## config.mk

```make
export PLATFORM = sky130hd
export DESIGN_NAME = soma_scan_ctrl
export DESIGN_NICKNAME = d
export VERILOG_FILES = /design/src/rtl/soma_scan_ctrl.sv
export SDC_FILE = /design/constraint.sdc
export NUM_CORES = 1
export LEC_CHECK = 0
export BUFFER_PORTS_ARGS = -buffer_cell sky130_fd_sc_hd__buf_2
export CAP_MARGIN = 20
export CELL_PAD_IN_SITES_DETAIL_PLACEMENT = 2
export CELL_PAD_IN_SITES_GLOBAL_PLACEMENT = 2
export CORE_MARGIN = 5
export CORE_UTILIZATION = 38
export DETAILED_ROUTE_END_ITERATION = 10
export PLACE_DENSITY_LB_ADDON = 0.1
export SLEW_MARGIN = 30
export SYNTH_ARGS = -nofsm -noshare
export SYNTH_HDL_FRONTEND = slang
export SYNTH_SLANG_ARGS = --single-unit
export TNS_END_PERCENT = 100
```

## constraint.sdc

```tcl
create_clock -name clk_soma -period 2.6 [get_ports clk_soma]
set_clock_uncertainty 0.2 [all_clocks]
set_input_delay 0.13 -clock clk_soma [delete_from_list [all_inputs] [get_ports clk_soma]]
set_output_delay 0.13 -clock clk_soma [all_outputs]
set_load 0.02 [all_outputs]
```

## src/rtl/soma_scan_ctrl.sv

```systemverilog
// soma_scan_ctrl: timestep scan sequencer feeding the soma update pipe,
// with a credit-gated spike FIFO collecting neurons that fired.
// Ports:
//   clk_soma, rst            - sole clock, synchronous active-high reset
//   scan_start/last/clear    - scan request, latched when accepted in IDLE
//   scan_busy, scan_done     - not-IDLE flag, one-cycle end-of-scan pulse
//   config_soma_*            - per-neuron strobe, index and clear flag
//   soma_spk_out_fire        - soma fire result, one cycle after the strobe
//   spk_valid/addr/ready     - spike FIFO head handshake
//   spk_count                - FIFO occupancy
module soma_scan_ctrl #(
  parameter int NNW = 12,
  parameter int FD  = 8,
  parameter int FAW = 3
) (
  input  logic           clk_soma,
  input  logic           rst,
  input  logic           scan_start,
  input  logic [NNW-1:0] scan_last,
  input  logic           scan_clear,
  output logic           scan_busy,
  output logic           scan_done,
  output logic           config_soma_vld,
  output logic [NNW-1:0] config_soma_vm_addr,
  output logic           config_soma_clear,
  input  logic           soma_spk_out_fire,
  output logic           spk_valid,
  output logic [NNW-1:0] spk_addr,
  input  logic           spk_ready,
  output logic [FAW:0]   spk_count
);

  typedef enum logic [1:0] {
    IDLE,
    SCAN,
    DRAIN,
    DONE
  } state_t;

  localparam logic [FAW+1:0] FD_V = (FAW+2)'(FD);
  localparam logic [FAW:0]   CNT1 = (FAW+1)'(1);
  localparam logic [FAW-1:0] PTR1 = FAW'(1);
  localparam logic [NNW-1:0] IDX1 = NNW'(1);

  state_t         state;
  logic [NNW-1:0] idx;
  logic [NNW-1:0] last_q;
  logic           clr_q;
  logic           busy_q;
  logic           done_q;

  logic           cap_vld;
  logic           cap_clr;
  logic [NNW-1:0] cap_addr;

  logic [NNW-1:0] mem [FD];
  logic [FAW-1:0] wr_ptr;
  logic [FAW-1:0] rd_ptr;
  logic [FAW:0]   count;

  logic           inflight;
  logic [FAW+1:0] occ;
  logic           credit;
  logic           push;
  logic           pop;

  // A strobe of a non-clear pass may still turn into a push next
  // cycle, so it reserves a FIFO slot. Pops are deliberately not
  // counted as freeing a slot until they have happened.
  assign inflight = cap_vld & ~cap_clr;
  assign occ      = {1'b0, count}
                  + {{(FAW+1){1'b0}}, inflight};
  assign credit   = occ < FD_V;

  assign config_soma_vld     = (state == SCAN) & credit;
  assign config_soma_vm_addr = idx;
  assign config_soma_clear   = clr_q;
  assign scan_busy           = busy_q;
  assign scan_done           = done_q;

  assign push      = cap_vld & ~cap_clr & soma_spk_out_fire;
  assign spk_valid = (count != '0);
  assign pop       = spk_valid & spk_ready;
  assign spk_addr  = spk_valid ? mem[rd_ptr] : '0;
  assign spk_count = count;

  always_ff @(posedge clk_soma) begin
    if (rst) begin
      state  <= IDLE;
      idx    <= '0;
      last_q <= '0;
      clr_q  <= 1'b0;
      busy_q <= 1'b0;
      done_q <= 1'b0;
    end else begin
      unique case (state)
        IDLE: begin
          if (scan_start) begin
            state  <= SCAN;
            idx    <= '0;
            last_q <= scan_last;
            clr_q  <= scan_clear;
            busy_q <= 1'b1;
          end
        end
        SCAN: begin
          // Compare before incrementing so a full-range scan
          // never wraps idx back to zero.
          if (config_soma_vld) begin
            if (idx == last_q) begin
              state <= DRAIN;
            end else begin
              idx <= idx + IDX1;
            end
          end
        end
        DRAIN: begin
          state  <= DONE;
          done_q <= 1'b1;
        end
        DONE: begin
          state  <= IDLE;
          done_q <= 1'b0;
          busy_q <= 1'b0;
        end
      endcase
    end
  end

  always_ff @(posedge clk_soma) begin
    if (rst) begin
      cap_vld  <= 1'b0;
      cap_clr  <= 1'b0;
      cap_addr <= '0;
      wr_ptr   <= '0;
      rd_ptr   <= '0;
      count    <= '0;
    end else begin
      cap_vld  <= config_soma_vld;
      cap_clr  <= clr_q;
      cap_addr <= idx;
      if (push) begin
        wr_ptr <= wr_ptr + PTR1;
      end
      if (pop) begin
        rd_ptr <= rd_ptr + PTR1;
      end
      unique case ({push, pop})
        2'b10:   count <= count + CNT1;
        2'b01:   count <= count - CNT1;
        default: count <= count;
      endcase
    end
  end

  // Storage needs no reset: entries are only read while counted.
  always_ff @(posedge clk_soma) begin
    if (!rst && push) begin
      mem[wr_ptr] <= cap_addr;
    end
  end

endmodule

```

## After elaboration in Yosys (flattened, before gate mapping)

Memories as Yosys holds them, arrays and structs flattened. A register that Yosys moved wholly into a read port is not among the register bits.
Cells that the tools add are included.

- Bits in read-only memories: 0
- Word-level logic and storage cells: 64
- Bits in latches: 0
- RAM bits: 96
- Register bits after elaboration: 53
- Memories: 1

- Bitwise gates (word level): 5
- Mux-type cells: 17
- $lt $le $gt $ge: 1
- Divide/modulo/power cells: 0
- $mul: 0
- $add $sub $neg: 6
- Reductions and logical operators: 12
- Equal/unequal tests: 10
- Shift operators: 0

Memories:

| name | words | bits a word | rd ports | clocked after memory_dff | wr ports | RTL line | source |
|---|---|---|---|---|---|---|---|
| mem | 8 | 12 | 1 | 1 | 1 | 56 | `logic [NNW-1:0] mem [FD];` |

Operators with widths:

| operator | number |
|---|---|
| 2-to-1 mux 12 bit | 4 |
| case mux 12 bit (2 select lines) | 1 |
| adder 12 x 1 -> 12 bit, second input constant | 1 |
| == test 12 bit | 1 |
| case mux 2 bit (4 select lines) | 1 |
| case mux 4 bit (2 select lines) | 1 |
| nonzero test 2 bit | 4 |
| adder 3 x 1 -> 3 bit, second input constant | 2 |
| == test 2 bit, second input constant | 3 |
| 2-to-1 mux 2 bit | 3 |
| 2-to-1 mux 3 bit | 2 |
| != test 2 bit, second input constant | 3 |
| adder 4 x 1 -> 5 bit | 1 |
| less-than comparator 5 x 4 -> 1 bit, second input constant | 1 |
| adder 4 x 1 -> 4 bit, second input constant | 1 |
| AND 1 bit | 4 |
| == test 2 x 1 -> 1 bit, second input constant | 2 |
| case mux 1 bit (2 select lines) | 2 |
| AND reduction 2 bit | 2 |
| AND reduction 4 bit | 1 |
| nonzero test 4 bit | 1 |
| subtractor 4 x 1 -> 4 bit, second input constant | 1 |
| 2-to-1 mux 1 bit | 3 |
| AND reduction 3 bit | 1 |
| other kinds (5) | 5 |

## Logic depth before layout (Yosys ltp)

- Depth after elaboration: 7
- Gate-level depth with buffers: 12
- Mapped depth without buffers: 10

## Worst setup path after synthesis

OpenSTA, ideal clock, no wires.

- Kind: register -> register
- From: reg count[1] (netlist: spk_count[1])
- To: reg count[2] (netlist: spk_count[2])
- Setup slack: -0.223 ns
- Cell stages (with the launch flop): 13
- Buffers on the path: 2
- Arrival time: 2.552 ns
- Path through: dfxtp_1 > buf_6 > nor4_2 > inv_1 > and2_1 > clkbuf_1 > ha_1 > xor2_1 > ha_1 > a21oi_1 > xor2_1 > or3_1 > a21oi_1

- Longest elaborated chain between the ends: 4
- Elaborated cells on any way between the ends: 8
- Those cells by class: 2 x add/sub; 2 x eq/ne; 1 x mux; 1 x bitwise; 2 x reduce/logical

RTL lines:

| item | RTL line | source |
|---|---|---|
| start: declaration | 59 | `logic [FAW:0] count;` |
| start signal: assignment | 149 | `2'b10: count <= count + CNT1;` |
| start signal: assignment | 150 | `2'b01: count <= count - CNT1;` |
| start signal: assignment | 151 | `default: count <= count;` |
| nonzero test 4 bit (*) | 82 | `assign spk_valid = (count != '0);` |
| net spk_valid | 27 | `output logic spk_valid,` |
| AND 1 bit (*) | 83 | `assign pop = spk_valid & spk_ready;` |
| net pop | 65 | `logic pop;` |
| == test 2 x 1 -> 1 bit / == test 2 bit (equally long branches) | 148 | `unique case ({push, pop})` |
| case mux 4 bit (2 select lines) / nonzero test 2 bit (equally long branches) | - |  |

The timed path passes the listed nets; every way through them passes the cells marked *.
A chain may end at the register's enable or synchronous reset.

## Final worst setup path

- From: reg count[0] (netlist: spk_count[0])
- To: reg count[2] (netlist: spk_count[2])

- Longest elaborated chain between the ends: 4
- Elaborated cells on any way between the ends: 8
- Those cells by class: 2 x add/sub; 2 x eq/ne; 1 x mux; 1 x bitwise; 2 x reduce/logical

RTL lines:

| item | RTL line |
|---|---|
| nonzero test 4 bit | 82 |
| AND 1 bit | 83 |
| == test 2 x 1 -> 1 bit / == test 2 bit (equally long branches) | 148 |
| case mux 4 bit (2 select lines) / nonzero test 2 bit (equally long branches) | - |

Several ways; a longest one is shown, not always the timed one.

==> parameters.txt <==
Parameter                              Value

Status
  Run status    complete, but fails checks
  Failing checks    hold timing

Timing
  Tmin final    2.38 ns
  Final Hold Violating Endpoints    2
  Slew margin rel.    67.4%
  Peak Freq    420 MHz
  Period utilisation layout    91.5%
  Setup repair after global routing missed its margin    no
  Max-slew violations    0
  Final Setup Violations    0
  Hold slack    -0.00558 ns
  Transition time at the pin with the least slew margin    0.488 ns
  Post-route worst setup slack    0.222 ns

Setup path
  Crit start category    flip-flop
  Dominant cell type by count on the critical path    sky130_fd_sc_hd__xor2_1
  Kind of end point of the critical path    flip-flop
  Critical Path RT    2.75 ns
  List of cells traversed by the critical path    nor4_4 > inv_2 > and2_4 > ha_4 > xor2_1 > ha_1 > a21oi_2 > xor2_1 > or3_1 > a21oi_1
  Worst setup path class    flip-flop to flip-flop
  Maximum cell stage delay along the critical path    0.34 ns
  Largest driver fanout on the critical path    5
  Worst path arrival time    2.52 ns
  Master of the slowest instance on the critical path    sky130_fd_sc_hd__dfxtp_1

Global routing
  Number of global-route vias before repair    4360
  Initial antenna violation count    0
  Aggregate global routing overflow    0
  Wire length of the first global-routing pass    24500 um
  Pin count of the biggest net entering global routing    44
  Overall Global Routing Usage    17.5%

Clocking
  Htree depth    4
  Clock latency of the later-clocked register in the worst-skew pair    0.42 ns
  Total clock sinks    152
  Post-CTS clock slew at the launch and capture registers of the worst setup and hold paths    0.06 ns
  Setup Fix Bufs, Post-CTS    0
  CTS tree    built
  Num CTS Buffers    17
  Master cell of the clock root buffer    sky130_fd_sc_hd__clkbuf_16
  Maximum clock insertion buffer count    2

Floorplanning
  Placement Rows    46
  Area of the core    15900 um^2
  Number of top-level pins    51
  Chip Height    138 um
  Die X    138 um
  Die Area    19000 um^2
  Effective utilization at floorplan    38.9%

Place
  Final GP Congestion    0.772
  DP Worst Slack    0.137 ns
  Port Buffers    50
  HPWL after detailed placement    10300 um

Power
  Power density normalized to cell area    890 nW/um^2
  Leakage power summed over all cells    2.80 nW
  Maximum vdd ir drop    0.474 mV
  Total power after layout    0.00673 W

Logic synthesis
  Number of enable flip-flop cells after synthesis    96
  Register area share after synthesis    64.5%
  Net Count, Synth    472
  Area of the mapped netlist    6210 um^2
  Library cells used by synthesis    51
  Cells after Synth    444
  Number of synthesized register bits    152
  Top FF cell, synth    sky130_fd_sc_hd__edfxtp_1
  Yosys warning count    0
  Ys async rst share    0%
  Average size of a mapped cell    14.0 um^2

Drt
  Number of iterations in the first detailed-routing pass    4
  Antenna Violating Nets Remaining    0
  Total number of vias    3849
  Routed WL per cell    20.2 um
  Overall routed net length    15300 um
  Residual DRC count    0
  Vias per Instance    5.07
  Iteration-0 DRC count of the detailed router    159

Finish
  Leading cell types in the layout, fill and taps excluded    96 x sky130_fd_sc_hd__edfxtp_1, 55 x sky130_fd_sc_hd__dfxtp_1, 50 x sky130_fd_sc_hd__buf_2, 45 x sky130_fd_sc_hd__nand2_1, 38 x sky130_fd_sc_hd__nor2_1
  Most frequent standard cell in the layout excluding fill and tap cells    sky130_fd_sc_hd__edfxtp_1
  N_diodes    0
  Syn-to-layout area delta    21.9%
  Number of nets in the finished design    558
  Share of cells above drive strength 1    25.6%

Min path
  Worst hold-check path type    input pin to flip-flop

Flow run
  Max-cap violation count    0
## cell type report
class	count	area [um^2]
Inverter	5	18.8
Tap cell	216	270
Multi-Input combinational cell	265	2120
Sequential cell	152	4010
Clock inverter	14	133
Timing Repair Buffer	89	596
Fill cell	1553	8380
Clock buffer	18	429
## worst max-delay path, delay by kind of cell, from the launching register on
| family | cells | cell delay, ns |
|---|---|---|
| AOI/OAI and AO/OA | 2 | 0.26 |
| and+or+nand+nor | 3 | 0.84 |
| xor gates and xnor gates | 2 | 0.24 |
| adders and majority gates | 2 | 0.37 |
| buffers and inverters | 1 | 0.06 |
| DFF | 1 | 0.34 |
## Yosys cell counts, types with 6 or more instances
library cell / count / area share, %
sky130_fd_sc_hd__edfxtp_1: 96 / 46
sky130_fd_sc_hd__dfxtp_1: 56 / 18
sky130_fd_sc_hd__nand2_1: 45 / 2.7
sky130_fd_sc_hd__nor2_1: 38 / 2.3
sky130_fd_sc_hd__mux4_2: 24 / 8.7
sky130_fd_sc_hd__a21oi_1: 23 / 1.9
sky130_fd_sc_hd__xor2_1: 19 / 2.7
sky130_fd_sc_hd__nor2b_1: 15 / 1.5
sky130_fd_sc_hd__mux2i_1: 14 / 2.3
sky130_fd_sc_hd__clkbuf_1: 12 / 0.73
sky130_fd_sc_hd__ha_1: 10 / 2.0
sky130_fd_sc_hd__a311oi_1: 6 / 0.85
sky130_fd_sc_hd__nand2b_1: 6 / 0.60
sky130_fd_sc_hd__nand3_1: 6 / 0.48
sky130_fd_sc_hd__nor3_1: 6 / 0.48
sky130_fd_sc_hd__o21ai_0: 6 / 0.48
## logic make-up after synthesis
family | share of synthesized area (%)
compound gates | 5.62
xor+xnor | 2.82
fa+ha+maj | 2.01
buf+inv | 1.89
flops | 64.5
mux | 11.0
simple gates | 12.2
## worst paths after layout
| kind | start | to | slack (ns) | depth (start not counted) |
|---|---|---|---|---|
| min | spk_ready | flip-flop | -0.006 | 4 |
| max | spk_count[0] | spk_count[2] | 0.22 | 10 |
| max reg2reg | spk_count[0] | spk_count[2] | 0.22 | 10 |
| min reg2reg | last_q[10] | last_q[10] | 0.27 | 2 |
## where the power goes
part           leakage [nW]  switching [W]  internal (W)
Combinational          1.20       0.000993      0.000676
Clock                 0.262       0.000936       0.00140
Sequential             1.34      0.0000823       0.00265
Total                  2.80        0.00201       0.00472
## per-layer routing
metal	track usage, %	vias to the layer above	share of wire (%)
li1	-	1821	-
met1	21.0	1949	42
met4	5.10	0	1.2
met5	0	-	0
met2	31.5	64	53
met3	3.58	15	3.0
## sequential cells by signal, indices dropped and copies added (netlist names), named ones only
signal	count
cap_addr	12
cap_vld	1
state	2
spk_count	4
wr_ptr	3
mem	96
scan_done	1
rd_ptr	3
config_soma_vm_addr	12
last_q	12
cap_clr	1
config_soma_clear	1
scan_busy	1
## per-stage QoR
stage	cells	area [um^2]	utilization, %	TNS [ns]	hold slack, ns
after global placement	711	6840	42.9	0	0.169
after global routing	759	7570	47.5	0	0.0171
after CTS	759	7560	47.4	0	0.0638
final	759	7570	47.5	0	-0.00558
after detailed placement	711	6840	42.9	0	0.179
after floorplan	444	6250	-	-0.0502	0.0131
## repair_timing
item | 4_1_cts | 5_1_grt
hold buffers | 16 | 0
hold endpoints to repair | 28 | 0
endpoints found under the setup margin | 0 | 1
resized for setup | 0 | 2
Power figures use the tool's default switching activity.
